==> src/rtl/icache_mshr_entry_ctrl.sv <==
// Purpose : control FSM for one I-cache MSHR entry. It takes an allocation, waits out
//           older same-set dependencies, then issues a cache read (hit) or a
//           downstream line fetch (miss), waits for the fill and retires the entry.
// Latency : allocation to rd_vld/ds_vld takes 1 cycle when there is no dependency.
//           Handshake to entry_done takes 1 cycle on the read path. On the miss
//           path entry_done follows fill_done by 1 cycle.
// Backpressure: rd_vld and ds_vld hold with a stable payload until rd_rdy or ds_rdy.
//           alloc_rdy is high only while the entry is IDLE.
// Ports   : clk/rst (async, active-high); alloc_* allocation request; dep_live holds the
//           live valid bits of all entries; rd_* cache read request; ds_* downstream
//           request; fill_done marks fill completion; entry_busy/done/timeout give status.
// Option  : defining ICACHE_MSHR_TIMEOUT_EN adds a fill watchdog. After TIMEOUT_CYC
//           WAIT_FILL cycles it pulses entry_timeout and reissues the downstream request.
module icache_mshr_entry_ctrl #(
  parameter int WAY_NUM     = 4,
  parameter int ENTRY_NUM   = 8,
  parameter int INDEX_W     = 7,
  parameter int TXNID_W     = 5,
  parameter int ADDR_W      = 32,
  parameter int TIMEOUT_CYC = 256
) (
  input  logic                       clk,
  input  logic                       rst,
  input  logic                       alloc_vld,
  output logic                       alloc_rdy,
  input  logic [1:0]                 alloc_op,
  input  logic [ADDR_W-1:0]          alloc_addr,
  input  logic [TXNID_W-1:0]         alloc_txnid,
  input  logic [$clog2(WAY_NUM)-1:0] alloc_way,
  input  logic                       alloc_hit,
  input  logic [ENTRY_NUM-1:0]       alloc_dep,
  input  logic [ENTRY_NUM-1:0]       dep_live,
  output logic                       rd_vld,
  input  logic                       rd_rdy,
  output logic [INDEX_W-1:0]         rd_index,
  output logic [$clog2(WAY_NUM)-1:0] rd_way,
  output logic [TXNID_W-1:0]         rd_txnid,
  output logic                       ds_vld,
  input  logic                       ds_rdy,
  output logic [ADDR_W-1:0]          ds_addr,
  output logic [TXNID_W-1:0]         ds_txnid,
  input  logic                       fill_done,
  output logic                       entry_busy,
  output logic                       entry_done,
  output logic                       entry_timeout
);

  localparam int WAY_W  = $clog2(WAY_NUM);
  localparam int LINE_W = ADDR_W - 6;

  localparam logic [2:0] S_IDLE      = 3'd0;
  localparam logic [2:0] S_WAIT_DEP  = 3'd1;
  localparam logic [2:0] S_RD_REQ    = 3'd2;
  localparam logic [2:0] S_DS_REQ    = 3'd3;
  localparam logic [2:0] S_WAIT_FILL = 3'd4;
  localparam logic [2:0] S_DONE      = 3'd5;

  localparam logic [1:0] OP_UP = 2'd0;
  localparam logic [1:0] OP_DS = 2'd1;
  localparam logic [1:0] OP_PF = 2'd2;

  logic [2:0]           state_q, state_d;
  logic [1:0]           op_q, op_d;
  logic [LINE_W-1:0]    line_q, line_d;      // the byte offset is never needed
  logic [TXNID_W-1:0]   txnid_q, txnid_d;
  logic [WAY_W-1:0]     way_q, way_d;
  logic                 hit_q, hit_d;
  logic [ENTRY_NUM-1:0] dep_keep_q, dep_keep_d;
  logic                 rd_path;
  logic                 tout_fire;

  // Byte-offset bits of the allocation address are intentionally dropped.
  logic unused_addr_lsb;
  assign unused_addr_lsb = ^alloc_addr[5:0];

  // Only an upstream hit reads the array; every other non-retiring case fetches.
  assign rd_path = hit_q && (op_q == OP_UP);

`ifdef ICACHE_MSHR_TIMEOUT_EN
  localparam int CNT_W = (TIMEOUT_CYC > 1) ? $clog2(TIMEOUT_CYC) : 1;
  localparam logic [CNT_W-1:0] TOUT_LAST = CNT_W'(TIMEOUT_CYC - 1);
  logic [CNT_W-1:0] cnt_q, cnt_d;

  // fill_done on the expiry cycle takes priority, so no timeout fires then.
  assign tout_fire = (state_q == S_WAIT_FILL) && !fill_done && (cnt_q == TOUT_LAST);

  always_comb begin
    cnt_d = cnt_q;
    if (state_q == S_DS_REQ && ds_rdy) begin
      cnt_d = '0;
    end else if (state_q == S_WAIT_FILL && !fill_done && !tout_fire) begin
      cnt_d = cnt_q + 1'b1;
    end
  end

  always_ff @(posedge clk or posedge rst) begin
    if (rst) begin
      cnt_q <= '0;
    end else begin
      cnt_q <= cnt_d;
    end
  end
`else
  localparam int unused_timeout_cyc = TIMEOUT_CYC;
  assign tout_fire = 1'b0;
`endif

  always_comb begin
    state_d    = state_q;
    op_d       = op_q;
    line_d     = line_q;
    txnid_d    = txnid_q;
    way_d      = way_q;
    hit_d      = hit_q;
    // Once a dependency's entry drops valid it stays cleared. A later
    // reallocation of that slot is a younger request, not the one we wait on.
    dep_keep_d = (state_q == S_IDLE) ? dep_keep_q : (dep_keep_q & dep_live);

    case (state_q)
      S_IDLE: begin
        if (alloc_vld) begin
          op_d       = alloc_op;
          line_d     = alloc_addr[ADDR_W-1:6];
          txnid_d    = alloc_txnid;
          way_d      = alloc_way;
          hit_d      = alloc_hit;
          dep_keep_d = alloc_dep;
          if (alloc_op == OP_DS || (alloc_op == OP_PF && alloc_hit)) begin
            state_d = S_DONE;
          end else if ((alloc_dep & dep_live) != '0) begin
            state_d = S_WAIT_DEP;
          end else if (alloc_hit && alloc_op == OP_UP) begin
            state_d = S_RD_REQ;
          end else begin
            state_d = S_DS_REQ;
          end
        end
      end
      S_WAIT_DEP: begin
        if ((dep_keep_q & dep_live) == '0) begin
          state_d = rd_path ? S_RD_REQ : S_DS_REQ;
        end
      end
      S_RD_REQ: begin
        if (rd_rdy) state_d = S_DONE;
      end
      S_DS_REQ: begin
        if (ds_rdy) state_d = S_WAIT_FILL;
      end
      S_WAIT_FILL: begin
        if (fill_done) begin
          state_d = S_DONE;
        end else if (tout_fire) begin
          state_d = S_DS_REQ;             // reissue the identical request
        end
      end
      S_DONE:  state_d = S_IDLE;
      default: state_d = S_IDLE;
    endcase
  end

  always_ff @(posedge clk or posedge rst) begin
    if (rst) begin
      state_q    <= S_IDLE;
      op_q       <= '0;
      line_q     <= '0;
      txnid_q    <= '0;
      way_q      <= '0;
      hit_q      <= 1'b0;
      dep_keep_q <= '0;
    end else begin
      state_q    <= state_d;
      op_q       <= op_d;
      line_q     <= line_d;
      txnid_q    <= txnid_d;
      way_q      <= way_d;
      hit_q      <= hit_d;
      dep_keep_q <= dep_keep_d;
    end
  end

  assign alloc_rdy     = (state_q == S_IDLE);
  assign entry_busy    = (state_q != S_IDLE);
  assign entry_done    = (state_q == S_DONE);
  assign entry_timeout = tout_fire;

  assign rd_vld   = (state_q == S_RD_REQ);
  assign rd_index = rd_vld ? line_q[INDEX_W-1:0] : '0;
  assign rd_way   = rd_vld ? way_q : '0;
  assign rd_txnid = rd_vld ? txnid_q : '0;

  assign ds_vld   = (state_q == S_DS_REQ);
  assign ds_addr  = ds_vld ? {line_q, 6'b0} : '0;
  assign ds_txnid = ds_vld ? txnid_q : '0;

endmodule

==> config.mk <==
export PLATFORM = sky130hd
export DESIGN_NAME = icache_mshr_entry_ctrl
export DESIGN_NICKNAME = d
export VERILOG_FILES = /design/src/rtl/icache_mshr_entry_ctrl.sv
export SDC_FILE = /design/constraint.sdc
export NUM_CORES = 1
export LEC_CHECK = 0
export BUFFER_PORTS_ARGS = -buffer_cell sky130_fd_sc_hd__clkbuf_2
export CAP_MARGIN = 5
export CORE_MARGIN = 3
export CORE_UTILIZATION = 32
export CTS_CLUSTER_SIZE = 20
export DETAILED_ROUTE_END_ITERATION = 10
export HOLD_SLACK_MARGIN = 0.15
export PLACE_DENSITY = 0.58
export SYNTH_ARGS = -nofsm -noshare
export SYNTH_HDL_FRONTEND = slang
export SYNTH_SLANG_ARGS = --single-unit
==> constraint.sdc <==
create_clock -name clk -period 2.2 [get_ports clk]
set_clock_uncertainty 0.05 [all_clocks]
set_input_delay 0.33 -clock clk [delete_from_list [all_inputs] [get_ports clk]]
set_output_delay 0.33 -clock clk [all_outputs]
set_load 0.03 [all_outputs]
After elaboration in Yosys (flattened, before gate mapping):

Index checks and enable logic that the tools add are counted.

* bits in latches: 0
* word-level logic and storage cells: 51
* memories: 0
* output and inout port bits: 57
* RAM bits: 0
* register bits: 47
* memory bits (read-only): 0

* shift operators: 0
* div/mod/pow operators: 0
* equality and inequality tests: 12
* bitwise gates (word level): 2
* $add $sub $neg: 0
* multiplexer cells: 18
* multipliers: 0
* reductions and logical operators: 12
* order comparisons: 0

Operators by type and width (number)
* 2-to-1 mux 32 bit: 1
* 2-to-1 mux 8 bit: 3
* 2-to-1 mux 3 bit: 6
* AND 8 bit: 2
* one-hot mux 3 bit (5 select lines): 1
* 2-to-1 mux 5 bit: 2
* logical NOT 8 bit: 1
* nonzero test 8 bit: 1
* 2-to-1 mux 7 bit: 1
* == test 3 x 2 -> 1 bit (second input constant): 2
* == test 3 bit (second input constant): 2
* inequality test 2 bit (second input constant): 3
* AND reduction 5 bit: 1
* logical NOT 2 bit: 2
* 2-to-1 mux 2 bit: 2
* inequality test 2 x 1 -> 1 bit (second input constant): 2
* == test 3 x 1 -> 1 bit (second input constant): 1
* logical AND 1 bit: 3
* logical NOT 3 bit: 1
* nonzero test 3 bit: 1
* == test 2 x 1 -> 1 bit (second input constant): 1
* == test 2 bit (second input constant): 1
* 2-to-1 mux 1 bit: 2
* AND reduction 2 bit: 1
* logical OR 1 bit: 1

Logic depth before layout (Yosys ltp):

* depth in word-level cells: 7
* depth in mapped cells: 6
* depth with buffers taken out: 5

Worst setup path after synthesis:

OpenSTA, ideal clock, no wires.

* path kind: reg2reg
* start point: register state_q[2]
* end point: register line_q[0]
* path buffers: 3
* clock period less this slack: 2.123 ns
* stages on the path, launching flop included: 7
* setup time: 0.128 ns
* required time: 2.022 ns
* data arrival time: 1.945 ns
* slack: 0.077 ns
* path through: dfrtp_1 -> buf_6 -> nor3_2 -> and2_1 -> buf_2 -> buf_2 -> mux2_1

* cells in the longest elaborated chain, start to end: 2

Ends and longest elaborated chain
* start: declaration: line 62 `logic [2:0] state_q, state_d;`
* start signal: assignment: line 172 `state_q <= state_d;`
* logical NOT 3 bit
* net alloc_rdy: line 25 `output logic alloc_rdy,`
* AND reduction 2 bit (no line)
* end signal: assignment: line 174 `line_q <= line_d;`
* end: declaration: line 64 `logic [LINE_W-1:0] line_q, line_d;`

The timed path passes the listed nets, and every way through them passes these cells.
A chain may end at the register's enable or synchronous reset.

Worst setup path after layout:

* start point: register state_q[0]
* end point: output port rd_index[6]

* cells in the longest elaborated chain, start to end: 2

Ends and longest elaborated chain
* == test 3 x 2 -> 1 bit: line 187 `assign rd_vld = (state_q == S_RD_REQ);`
* 2-to-1 mux 7 bit: line 188 `assign rd_index = rd_vld ? line_q[INDEX_W-1:0] : '0;`
* end: declaration: line 35 `output logic [INDEX_W-1:0] rd_index,`

Every way passes these cells.

==> metrics.log <==
[metrics] outcome: completed
[metrics] detailed placement HPWL: approximately 4200 um
[metrics] Post CTS Setup Buffer Count: 0
[metrics] synthesized area: between 0.002 and 0.0025 sq mm
[metrics] Final min period: ~2 ns
[metrics] Internal Power: ~2.3 mW
[metrics] number of endpoints failing setup at the final stage: 0
[metrics] share of total power in sequential cells: 37.2%
[metrics] Logic pwr share: ~50%
[metrics] largest fanout on the critical path: 17
[metrics] async set-reset flop share out of synthesis: 100%
[metrics] clk_lat worst skew: between 0.2 and 0.3 ns
[metrics] filler cell count in the final layout: ~750
[metrics] Leakage: 1.73 nW
[metrics] normalized max-slew margin: 60.9%
[metrics] PD cells: about 1300 mW/mm^2
[metrics] CTS tree: yes
[metrics] TritonRoute pass-1 iters: 4
[metrics] grt ovf: 0
[metrics] leading cell type by number of instances after synthesis: sky130_fd_sc_hd__dfrtp_1
[metrics] final worst path period share: between 90 and 100%
[metrics] mean cell area of the mapped netlist: ~11 sq um
[metrics] Post-synth top flop: sky130_fd_sc_hd__dfrtp_1
[metrics] Psw: 1.71 mW
[metrics] total wirelength of the detailed-routed design: between 5000 and 6000 um
[metrics] area of combinational cells with multiple inputs: 0.00114 sq mm
[metrics] layout net count: just under 400
[metrics] total negative setup slack: 0 ns
[metrics] transition time at the pin with the least slew margin: 0.586 ns
[metrics] worst setup path endpoint: rd_index[6]
[metrics] crit path cell chain: buf_4 -> nor2_1 -> buf_4 -> and2_1 -> clkbuf_2
[metrics] die height: about 93 um
[metrics] sequential cell area: ~0.0012 sq mm
[metrics] synthesized netlist cell count: roughly 210
[metrics] Fmax achieved: around 500 MHz
[metrics] Crit path required time: roughly 1.8 ns
[metrics] floorplan die width: roughly 93 um
[metrics] slowest CP cell: sky130_fd_sc_hd__dfrtp_1
[metrics] Warnings, synthesis: 0
[metrics] clock edge transition at the registers on the reported setup and hold paths: approximately 0.09 ns
[metrics] number of enable flip-flop cells after synthesis: 0
[metrics] number of DRC markers in iteration 0: 52
[metrics] initial core utilization: between 30 and 40%
[metrics] sink count of the clock tree: 47
[metrics] Reg2Reg Depth: 5
[metrics] Design Power: approximately 4 mW
[metrics] critical path startpoint: state_q[0]$_DFFE_PP0P_
[metrics] max cap viols: 0
[metrics] layout cells sized above 1: about 43%
[metrics] number of gates on the worst path with buffers counted: 5
[metrics] Sw Share: 42.4%
[metrics] biggest area consumer among synthesized cells: sky130_fd_sc_hd__dfrtp_1
[metrics] maximum ir drop on the vdd rail: about 0.42 mV
[metrics] first-pass GRT wire length: 9150 um
[metrics] top cell family by delay on the critical path: buffers and inverters
[metrics] ANT nets after route: 0
[metrics] unrepaired setup endpoints after global routing: no
[metrics] DRC violation count after routing: 0
[metrics] Pins Over Slew Limit: 0
[metrics] origin of the worst min-delay path: alloc_addr[11]
[metrics] Core Rows: 31
[metrics] data arrival time of the critical path: ~1.7 ns
[metrics] count of port buffers added during placement: ~110
[metrics] cell at the root of the clock tree: sky130_fd_sc_hd__clkbuf_8
[metrics] number of antenna diodes: 0
[metrics] type of the most critical hold path: input pin to flip-flop
[metrics] most frequent cell on the critical path: sky130_fd_sc_hd__buf_4
[metrics] layout overhead on the synthesized area: 30.0%
[metrics] leading post-synthesis cells by cell area: sky130_fd_sc_hd__dfrtp_1 48%, sky130_fd_sc_hd__mux2_1 15%, sky130_fd_sc_hd__and3_1 8.0%
[metrics] Bufs and invs on worst path: 3
[metrics] startpoint types: flip-flop
[metrics] share of synthesized area occupied by flip-flops and latches: just under 50%
[metrics] number of buffers between clock root and the deepest sink: 2
[metrics] pin count of the biggest net entering global routing: 48
[metrics] DR vias/cell: ~4.6
[metrics] Critical Path Max Stage Delay: roughly 0.5 ns
[metrics] routed vias: 1940
[metrics] H-tree levels: 2
[metrics] average wire length per cell after detail routing: around 13 um
[metrics] number of primary I/O pins: ~120
[metrics] RD Place Congestion: about 0.77
[metrics] crit path capture type: output port
[metrics] end-of-flow core utilization: between 40% and 50%
[metrics] count of endpoints failing hold in the final timing report: 0
[metrics] startpoint-to-endpoint class of the critical path: flip-flop to output port
[metrics] register-to-register setup slack: around 0.4 ns
[metrics] count of distinct cell types in the synthesized netlist: 36
[metrics] total die area: approximately 0.0087 sq mm
[metrics] number of global-route vias before repair: 1933
[metrics] number of clock buffers inserted by TritonCTS: 5
[metrics] origin of the critical flop-to-flop path: state_q[0]$_DFFE_PP0P_
[metrics] fraction of synthesized cell area taken by the top area cell type: between 40% and 50%
[metrics] most used standard cells in the synthesized netlist: 47 x sky130_fd_sc_hd__dfrtp_1, 32 x sky130_fd_sc_hd__mux2_1, 31 x sky130_fd_sc_hd__and3_1, 16 x sky130_fd_sc_hd__and2_1, 12 x sky130_fd_sc_hd__a22o_1
[metrics] number of antenna violations at the first check in global routing: 0
[metrics] combined global-route utilization of all metal layers: 13.2%
[metrics] clock network fraction of design power: 12.7%
[metrics] reg-to-reg endpoint: state_q[0]$_DFFE_PP0P_
[metrics] placeable core region: roughly 0.0073 sq mm
[metrics] number of register bits inferred by synthesis: between 40 and 50
[worst min path at each step]
stage / to / cells past startpoint
2_1_floorplan: way_q[0]$_DFFE_PP0P_ / 1
3_3_place_gp: way_q[0]$_DFFE_PP0P_ / 1
3_5_place_dp: line_q[17]$_DFFE_PP0P_ / 1
4_1_cts: line_q[5]$_DFFE_PP0P_ / 2
5_1_grt: line_q[6]$_DFFE_PP0P_ / 2
6_report: line_q[5]$_DFFE_PP0P_ / 2
[cell usage in the layout (no fill, tap or decap), types with 2 or more instances in the layout]
cell | Yosys | final
sky130_fd_sc_hd__inv_1 | 3 | 2
sky130_fd_sc_hd__clkinvlp_4 | 0 | 2
sky130_fd_sc_hd__a21o_1 | 7 | 7
sky130_fd_sc_hd__conb_1 | 1 | 7
sky130_fd_sc_hd__and2_1 | 16 | 15
sky130_fd_sc_hd__clkbuf_8 | 0 | 5
sky130_fd_sc_hd__nand2_1 | 4 | 4
sky130_fd_sc_hd__dfrtp_1 | 47 | 46
sky130_fd_sc_hd__and3_1 | 31 | 31
sky130_fd_sc_hd__buf_4 | 8 | 8
sky130_fd_sc_hd__nor2_1 | 6 | 6
sky130_fd_sc_hd__inv_2 | 1 | 2
sky130_fd_sc_hd__mux2_2 | 5 | 5
sky130_fd_sc_hd__mux2_1 | 32 | 32
sky130_fd_sc_hd__mux2i_1 | 3 | 3
sky130_fd_sc_hd__a22oi_1 | 5 | 5
sky130_fd_sc_hd__a22o_1 | 12 | 12
sky130_fd_sc_hd__clkbuf_2 | 0 | 107
[registers in the layout (all words and copies together) (netlist names)]
register / count
line_q: 26
txnid_q: 5
hit_q: 1
state_q: 3
way_q: 2
op_q: 2
dep_keep_q: 8
[area by class of cell]
class / count / area share (%)
sequential: 47 / 37.2
multi-input combinational: 146 / 35.9
timing repair buffer: 117 / 19.7
tap: 99 / 3.91
clock buffer: 5 / 2.17
clock inverter: 3 / 0.632
inverter: 4 / 0.474
[kinds of logic (layout without fill, tap and decap cells)]
logic type | count (synthesis) | after routing | synth area share, %
muxes | 40 | 40 | 18.3
DFF | 47 | 47 | 48.3
AOI/OAI and AO/OA | 33 | 33 | 10.7
and+or+nand+nor | 66 | 66 | 16.4
other | 1 | 7 | 0.154
buffers and inverters | 26 | 129 | 6.11
[per-stage QoR]
| step | setup WS [ns] | hold slack (ns) | instances | area [sq um] |
|---|---|---|---|---|
| 2_1_floorplan | 0.0772 | 0.399 | 219 | 2460 |
| 3_3_place_gp | 0.138 | 0.408 | 412 | 3070 |
| 3_5_place_dp | 0.114 | 0.417 | 412 | 3070 |
| 4_1_cts | 0.101 | 0.180 | 421 | 3170 |
| 5_1_grt | 0.0230 | 0.176 | 421 | 3170 |
| 6_report | 0.159 | 0.193 | 421 | 3170 |
[routing by layer]
metal / part of all wire, % / up-vias / GRT usage (%)
li1: - / 966 / -
met3: 8.0 / 5 / 3.62
met5: 0 / - / 0
met1: 44 / 890 / 16.5
met4: 1.0 / 0 / 3.66
met2: 47 / 79 / 22.2
[power groups by stage]
stage	clock network (mW)	logic, mW	registers [mW]
final	0.512	2.01	1.50
after global placement	0	2.02	1.50
after global routing	0.585	2.21	1.57
after floorplan	0	1.58	1.42
after detailed placement	0	2.05	1.52
after CTS	0.546	2.05	1.50
[timing repair]
| item | CTS | global route |
|---|---|---|
| hold endpoints to repair | 47 | 0 |
| setup endpoints to repair | 0 | 8 |
| resized for setup | 0 | 1 |
| hold buffers | 1 | 0 |
No activity file was read; power rests on OpenSTA's default activity.
